==> src/rtl/axi_rd_pkg.sv <==
// rtl/axi_rd_pkg.sv - shared AXI read-channel types and helpers
package axi_rd_pkg;

    typedef enum logic [1:0] {
        OKAY   = 2'd0,
        EXOKAY = 2'd1,
        SLVERR = 2'd2,
        DECERR = 2'd3
    } resp_e;

    typedef enum logic {
        ARB_IDLE   = 1'b0,
        ARB_LOCKED = 1'b1
    } arb_state_e;

    // Increment modulo n; works for non-power-of-two source counts.
    function automatic int unsigned wrap_inc(input int unsigned v, input int unsigned n);
        return (v + 1 >= n) ? 0 : v + 1;
    endfunction

endpackage

==> src/rtl/axi_rd_data_arbiter_rr.sv <==
// rtl/axi_rd_data_arbiter_rr.sv - combinational round-robin pick starting at ptr
module rr_arbiter #(
    parameter  int N = 4,
    localparam int W = (N > 1) ? $clog2(N) : 1
) (
    input  logic [N-1:0] req,
    input  logic [W-1:0] ptr,
    output logic         any,
    output logic [N-1:0] gnt,
    output logic [W-1:0] gnt_idx
);

    int          j;
    logic [W-1:0] idx;

    // Walk the request vector from ptr upward, wrapping; first hit wins.
    always_comb begin
        any     = 1'b0;
        gnt     = '0;
        gnt_idx = '0;
        j       = 0;
        idx     = '0;
        for (int k = 0; k < N; k++) begin
            j   = (int'(ptr) + k) % N;
            idx = W'(j);
            if (!any && req[idx]) begin
                any      = 1'b1;
                gnt[idx] = 1'b1;
                gnt_idx  = idx;
            end
        end
    end

endmodule

==> src/rtl/axi_rd_data_arbiter.sv <==
// rtl/axi_rd_data_arbiter.sv - burst-granular round-robin merge of NUM_SRC R channels
module axi_rd_data_arbiter
    import axi_rd_pkg::*;
#(
    parameter  int NUM_SRC      = 4,
    parameter  int DATA_WIDTH   = 32,
    parameter  int ID_MAX_WIDTH = 12,
    localparam int SRC_W        = $clog2(NUM_SRC)
) (
    input  logic                            clk,
    input  logic                            rst,
    input  logic [NUM_SRC-1:0]              s_rvalid,
    output logic [NUM_SRC-1:0]              s_rready,
    input  logic [NUM_SRC*ID_MAX_WIDTH-1:0] s_rid,
    input  logic [NUM_SRC*DATA_WIDTH-1:0]   s_rdata,
    input  logic [NUM_SRC*2-1:0]            s_rresp,
    input  logic [NUM_SRC-1:0]              s_rlast,
    output logic                            m_rvalid,
    input  logic                            m_rready,
    output logic [ID_MAX_WIDTH-1:0]         m_rid,
    output logic [DATA_WIDTH-1:0]           m_rdata,
    output logic [1:0]                      m_rresp,
    output logic                            m_rlast,
    output logic [SRC_W-1:0]                m_rsrc
);

    arb_state_e                state_q;
    arb_state_e                state_d;
    logic [SRC_W-1:0]          grant;
    logic [SRC_W-1:0]          rr_ptr;
    logic                      grant_load;
    logic                      ptr_adv;

    logic                      pick_any;
    logic [NUM_SRC-1:0]        pick_gnt;
    logic [SRC_W-1:0]          pick_idx;

    logic                      slot_free;
    logic                      accept;
    logic                      sel_valid;
    logic                      sel_last;
    logic [ID_MAX_WIDTH-1:0]   sel_id;
    logic [DATA_WIDTH-1:0]     sel_data;
    resp_e                     sel_resp;

    rr_arbiter #(.N(NUM_SRC)) u_rr (
        .req     (s_rvalid),
        .ptr     (rr_ptr),
        .any     (pick_any),
        .gnt     (pick_gnt),
        .gnt_idx (pick_idx)
    );

    // Only the granted source is ever muxed, so idle sources may carry junk.
    assign sel_valid = s_rvalid[grant];
    assign sel_last  = s_rlast[grant];
    assign sel_id    = s_rid[int'(grant)*ID_MAX_WIDTH +: ID_MAX_WIDTH];
    assign sel_data  = s_rdata[int'(grant)*DATA_WIDTH +: DATA_WIDTH];
    assign sel_resp  = resp_e'(s_rresp[int'(grant)*2 +: 2]);

    // Output slot can take a beat when empty or draining this cycle.
    assign slot_free = ~m_rvalid | m_rready;
    assign accept    = (state_q == ARB_LOCKED) & sel_valid & slot_free;

    always_comb begin
        state_d    = state_q;
        grant_load = 1'b0;
        ptr_adv    = 1'b0;
        s_rready   = '0;
        case (state_q)
            ARB_IDLE: begin
                if (pick_any) begin
                    grant_load = 1'b1;
                    state_d    = ARB_LOCKED;
                end
            end
            ARB_LOCKED: begin
                s_rready[grant] = slot_free;
                if (accept && sel_last) begin
                    ptr_adv = 1'b1;
                    state_d = ARB_IDLE;
                end
            end
            default: state_d = ARB_IDLE;
        endcase
    end

    always_ff @(posedge clk or posedge rst) begin
        if (rst) begin
            state_q <= ARB_IDLE;
        end else begin
            state_q <= state_d;
        end
    end

    always_ff @(posedge clk or posedge rst) begin
        if (rst) begin
            grant  <= '0;
            rr_ptr <= '0;
        end else begin
            if (grant_load) begin
                grant <= pick_idx;
            end
            if (ptr_adv) begin
                rr_ptr <= SRC_W'(wrap_inc(32'(grant), NUM_SRC));
            end
        end
    end

    // Register slice: payload only changes on a load, so it holds while stalled.
    always_ff @(posedge clk or posedge rst) begin
        if (rst) begin
            m_rvalid <= 1'b0;
            m_rid    <= '0;
            m_rdata  <= '0;
            m_rresp  <= OKAY;
            m_rlast  <= 1'b0;
            m_rsrc   <= '0;
        end else if (accept) begin
            m_rvalid <= 1'b1;
            m_rid    <= sel_id;
            m_rdata  <= sel_data;
            m_rresp  <= sel_resp;
            m_rlast  <= sel_last;
            m_rsrc   <= grant;
        end else if (m_rready) begin
            m_rvalid <= 1'b0;
        end
    end

endmodule

==> config.mk <==
export PLATFORM = sky130hd
export DESIGN_NAME = axi_rd_data_arbiter
export DESIGN_NICKNAME = d
export VERILOG_FILES = /design/src/rtl/axi_rd_pkg.sv /design/src/rtl/axi_rd_data_arbiter_rr.sv /design/src/rtl/axi_rd_data_arbiter.sv
export SDC_FILE = /design/constraint.sdc
export NUM_CORES = 1
export LEC_CHECK = 0
export BUFFER_PORTS_ARGS = -buffer_cell sky130_fd_sc_hd__clkbuf_2
export CORE_MARGIN = 4
export CORE_UTILIZATION = 38
export CTS_CLUSTER_SIZE = 24
export DETAILED_ROUTE_END_ITERATION = 12
export GPL_TIMING_DRIVEN = 0
export MAX_ROUTING_LAYER = met4
export PLACE_DENSITY = 0.78
export RECOVER_POWER = 50
export SLEW_MARGIN = 20
export SYNTH_ARGS = -nofsm -noshare
export SYNTH_HDL_FRONTEND = slang
export SYNTH_SLANG_ARGS = --single-unit
==> constraint.sdc <==
create_clock -name clk -period 1.9 [get_ports clk]
set_clock_uncertainty 0.05 [all_clocks]
set_input_delay 0.38 -clock clk [delete_from_list [all_inputs] [get_ports clk]]
set_output_delay 0.38 -clock clk [all_outputs]
set_load 0.03 [all_outputs]
==> run metrics <==
outcome finished, violations left; violated checks setup timing; Num CTS Buffers 5; residual DRC count 0; Gate Count Post-Synth 319; delay-heaviest family, CP buffers and inverters; Fmax achieved 0.480 GHz; final wirelength 12500 um; routed vias/inst 5.22; I/O Buffers 248; GRT overflow 0; CP bufs+invs 6; # rows 34; Hold Vio Cnt, Final 0; Synthesized Nets 518; FF+latch count, synth 55; post-synthesis sequential area ratio 38.9%; number of global-route vias before repair 3827; DR vias 3649; Worst VDD drop 1.05 mV; max-cap violation count 0; Chip Height 104 um; Initial Util 39.8%; critical path type register to primary output; CTS tree yes; CP required 1.47 ns; Final HPWL DP 9860 um; Most Frequent Cell on Critical Path buf_12; Mapped Avg Cell Area 11.1 um2; Period minus WS final 2.08 ns; largest incremental delay on the critical path 0.41 ns; Tot Pwr 8.69 mW; core footprint 8890 um2; Detailed Routing Iterations Pass 1 4; global-route wire length before repair 19300 um; remaining antenna violation count 0; Wirelength per Cell 17.9 um; P_leak 2.77 nW; largest net degree at the start of global routing 56; GR Util All Layers 22.5%; crit end category primary output; Die Span X 104 um; warning count from the yosys run 0; post-synth cell types 30; Final Setup Violations 42; clk_lat worst skew 0.30 ns; initial antenna violation count 0; layout cells sized above 1 62.8%; maximum fanout along the worst path 3; RSZ-0062 raised after global routing true; final net count 790; routability cong. 0.850; CP Launch Type register; n_diodes 0; Slew HR 23.3%; Layout Cells excl Fill 699; power per cell area 1600 nW/um2; cells along the critical path buf_6 > buf_12 > buf_12 > buf_12 > inv_8 > ha_4 > and3_4 > buf_8; post-route setup TNS -4.11 ns; most common cell after layout, fill and taps aside clkbuf_2; Final period util 110%; slowest stage cell, crit path dfrtp_1; Starting DRT DRC Count 118; most frequent cells in the layout 244 x clkbuf_2, 55 x dfrtp_1, 36 x mux2_2; die area 10900 um2; Max H-tree Level 2; max-slew violation count 0; io pins 249; pre-CTS setup slack -0.461 ns; Worst-path clk slew 0.10 ns; mapped cell area 3540 um2; root buf cell clkbuf_8; post-route setup slack -0.184 ns; Cells after DPL 675; CP arrival 1.65 ns; Post-CTS Hold Buffers 0; Max clock buf depth 2; Hold Path Class input pin to async pin; layout overhead on the synthesized area 53.9%; worst slew pin tran 1.15 ns; Sink Count 55
cell families after synthesis:
logic type / after synthesis / synth area share, %
adders and majority gates: 4 / 1.41
AOI/OAI and AO/OA: 63 / 9.58
buffers and inverters: 33 / 5.13
muxes: 96 / 37.0
and+or+nand+nor: 68 / 8.03
DFF: 55 / 38.9
worst reg2reg max path, cell delays in order (launching register included):
cell,delay [ns]
dfrtp_1,0.38
buf_6,0.12
buf_4,0.12
mux4_2,0.55
nand3_4,0.11
buf_8,0.14
buf_8,0.14
mux2_2,0.34
metal layers:
| metal | track usage, % | vias to the layer above | routed length, um |
|---|---|---|---|
| li1 | - | 1706 | - |
| met1 | 25.3 | 1763 | 4820 |
| met2 | 41.7 | 160 | 6780 |
| met3 | 4.72 | 20 | 757 |
| met4 | 3.70 | 0 | 174 |
| met5 | - | - | 0 |
power by group:
part	switching, mW	internal [mW]	total, mW
Clock	0.370	0.288	0.658
Combinational	3.23	2.76	5.98
Sequential	0.329	1.72	2.05
Total	3.92	4.76	8.69
what timing repair did:
item,CTS,global route
cloned,0,1
endpoints found under the hold margin,0,0
setup endpoints to repair,53,54
gates resized for setup,33,61
buffers inserted,10,8
pin swaps,2,3
sequential cells by signal, summed over array words and instances, names as in the netlist:
register and flops:
m_rresp 2, m_rid 12, m_rsrc 2, m_rdata 32, m_rlast 1, grant 2, rr_ptr 2, m_rvalid 1
state_q 1
cell type report:
class	count	area (um2)
Fill cell	749	3450
Multi-Input combinational cell	231	2080
Timing Repair Buffer	267	1450
Sequential cell	55	1380
Buffer	23	267
Tap cell	108	135
Clock buffer	6	82.6
Inverter	8	50.0
Clock inverter	1	5.00
synth_stat cells:
cell type	number	share of area, %
a21o_1	1	0.21
buf_4	4	0.85
buf_6	4	1.3
ha_1	4	1.4
and3_1	4	0.71
o22ai_1	1	0.18
clkinv_1	1	0.11
nand3_2	1	0.28
buf_2	10	1.4
a21boi_0	1	0.21
mux2i_1	26	7.4
o31ai_1	1	0.21
nand4_1	1	0.18
o221ai_1	2	0.50
dfrtp_1	55	39
inv_1	7	0.74
a21oi_1	27	3.8
nand2b_1	1	0.18
or3_1	1	0.18
nand2_1	31	3.3
o21ai_0	28	4.0
mux2_1	10	3.2
a31o_2	1	0.25
mux4_2	23	15
nor4_1	1	0.18
nor2_2	1	0.18
a32oi_1	1	0.25
clkbuf_1	7	0.74
mux2_2	37	12
nor2_1	27	2.9
final timing paths:
kind                          start           to  slack, ns  cells past startpoint
max                        grant[0]  s_rready[2]      -0.18                      8
min                             rst  m_rdata[26]       0.30                      2
max reg2reg                grant[0]    m_rid[10]      -0.15                      7
min reg2reg                m_rid[0]     m_rid[0]       0.44                      2
max in group asynchronous       rst     grant[0]       0.78                      2
min in group clk           m_rready     m_rvalid       0.42                      3
per-stage QoR:
stage               instance area (um2)  util, %  hold slack (ns)
global placement                   4930     55.5            0.415
global route                       5440     61.2            0.408
floorplan                          3560        -            0.463
finish                             5440     61.2            0.297
CTS                                5240     58.9            0.145
detailed placement                 4930     55.5            0.423
Power figures use the tool's default switching activity.
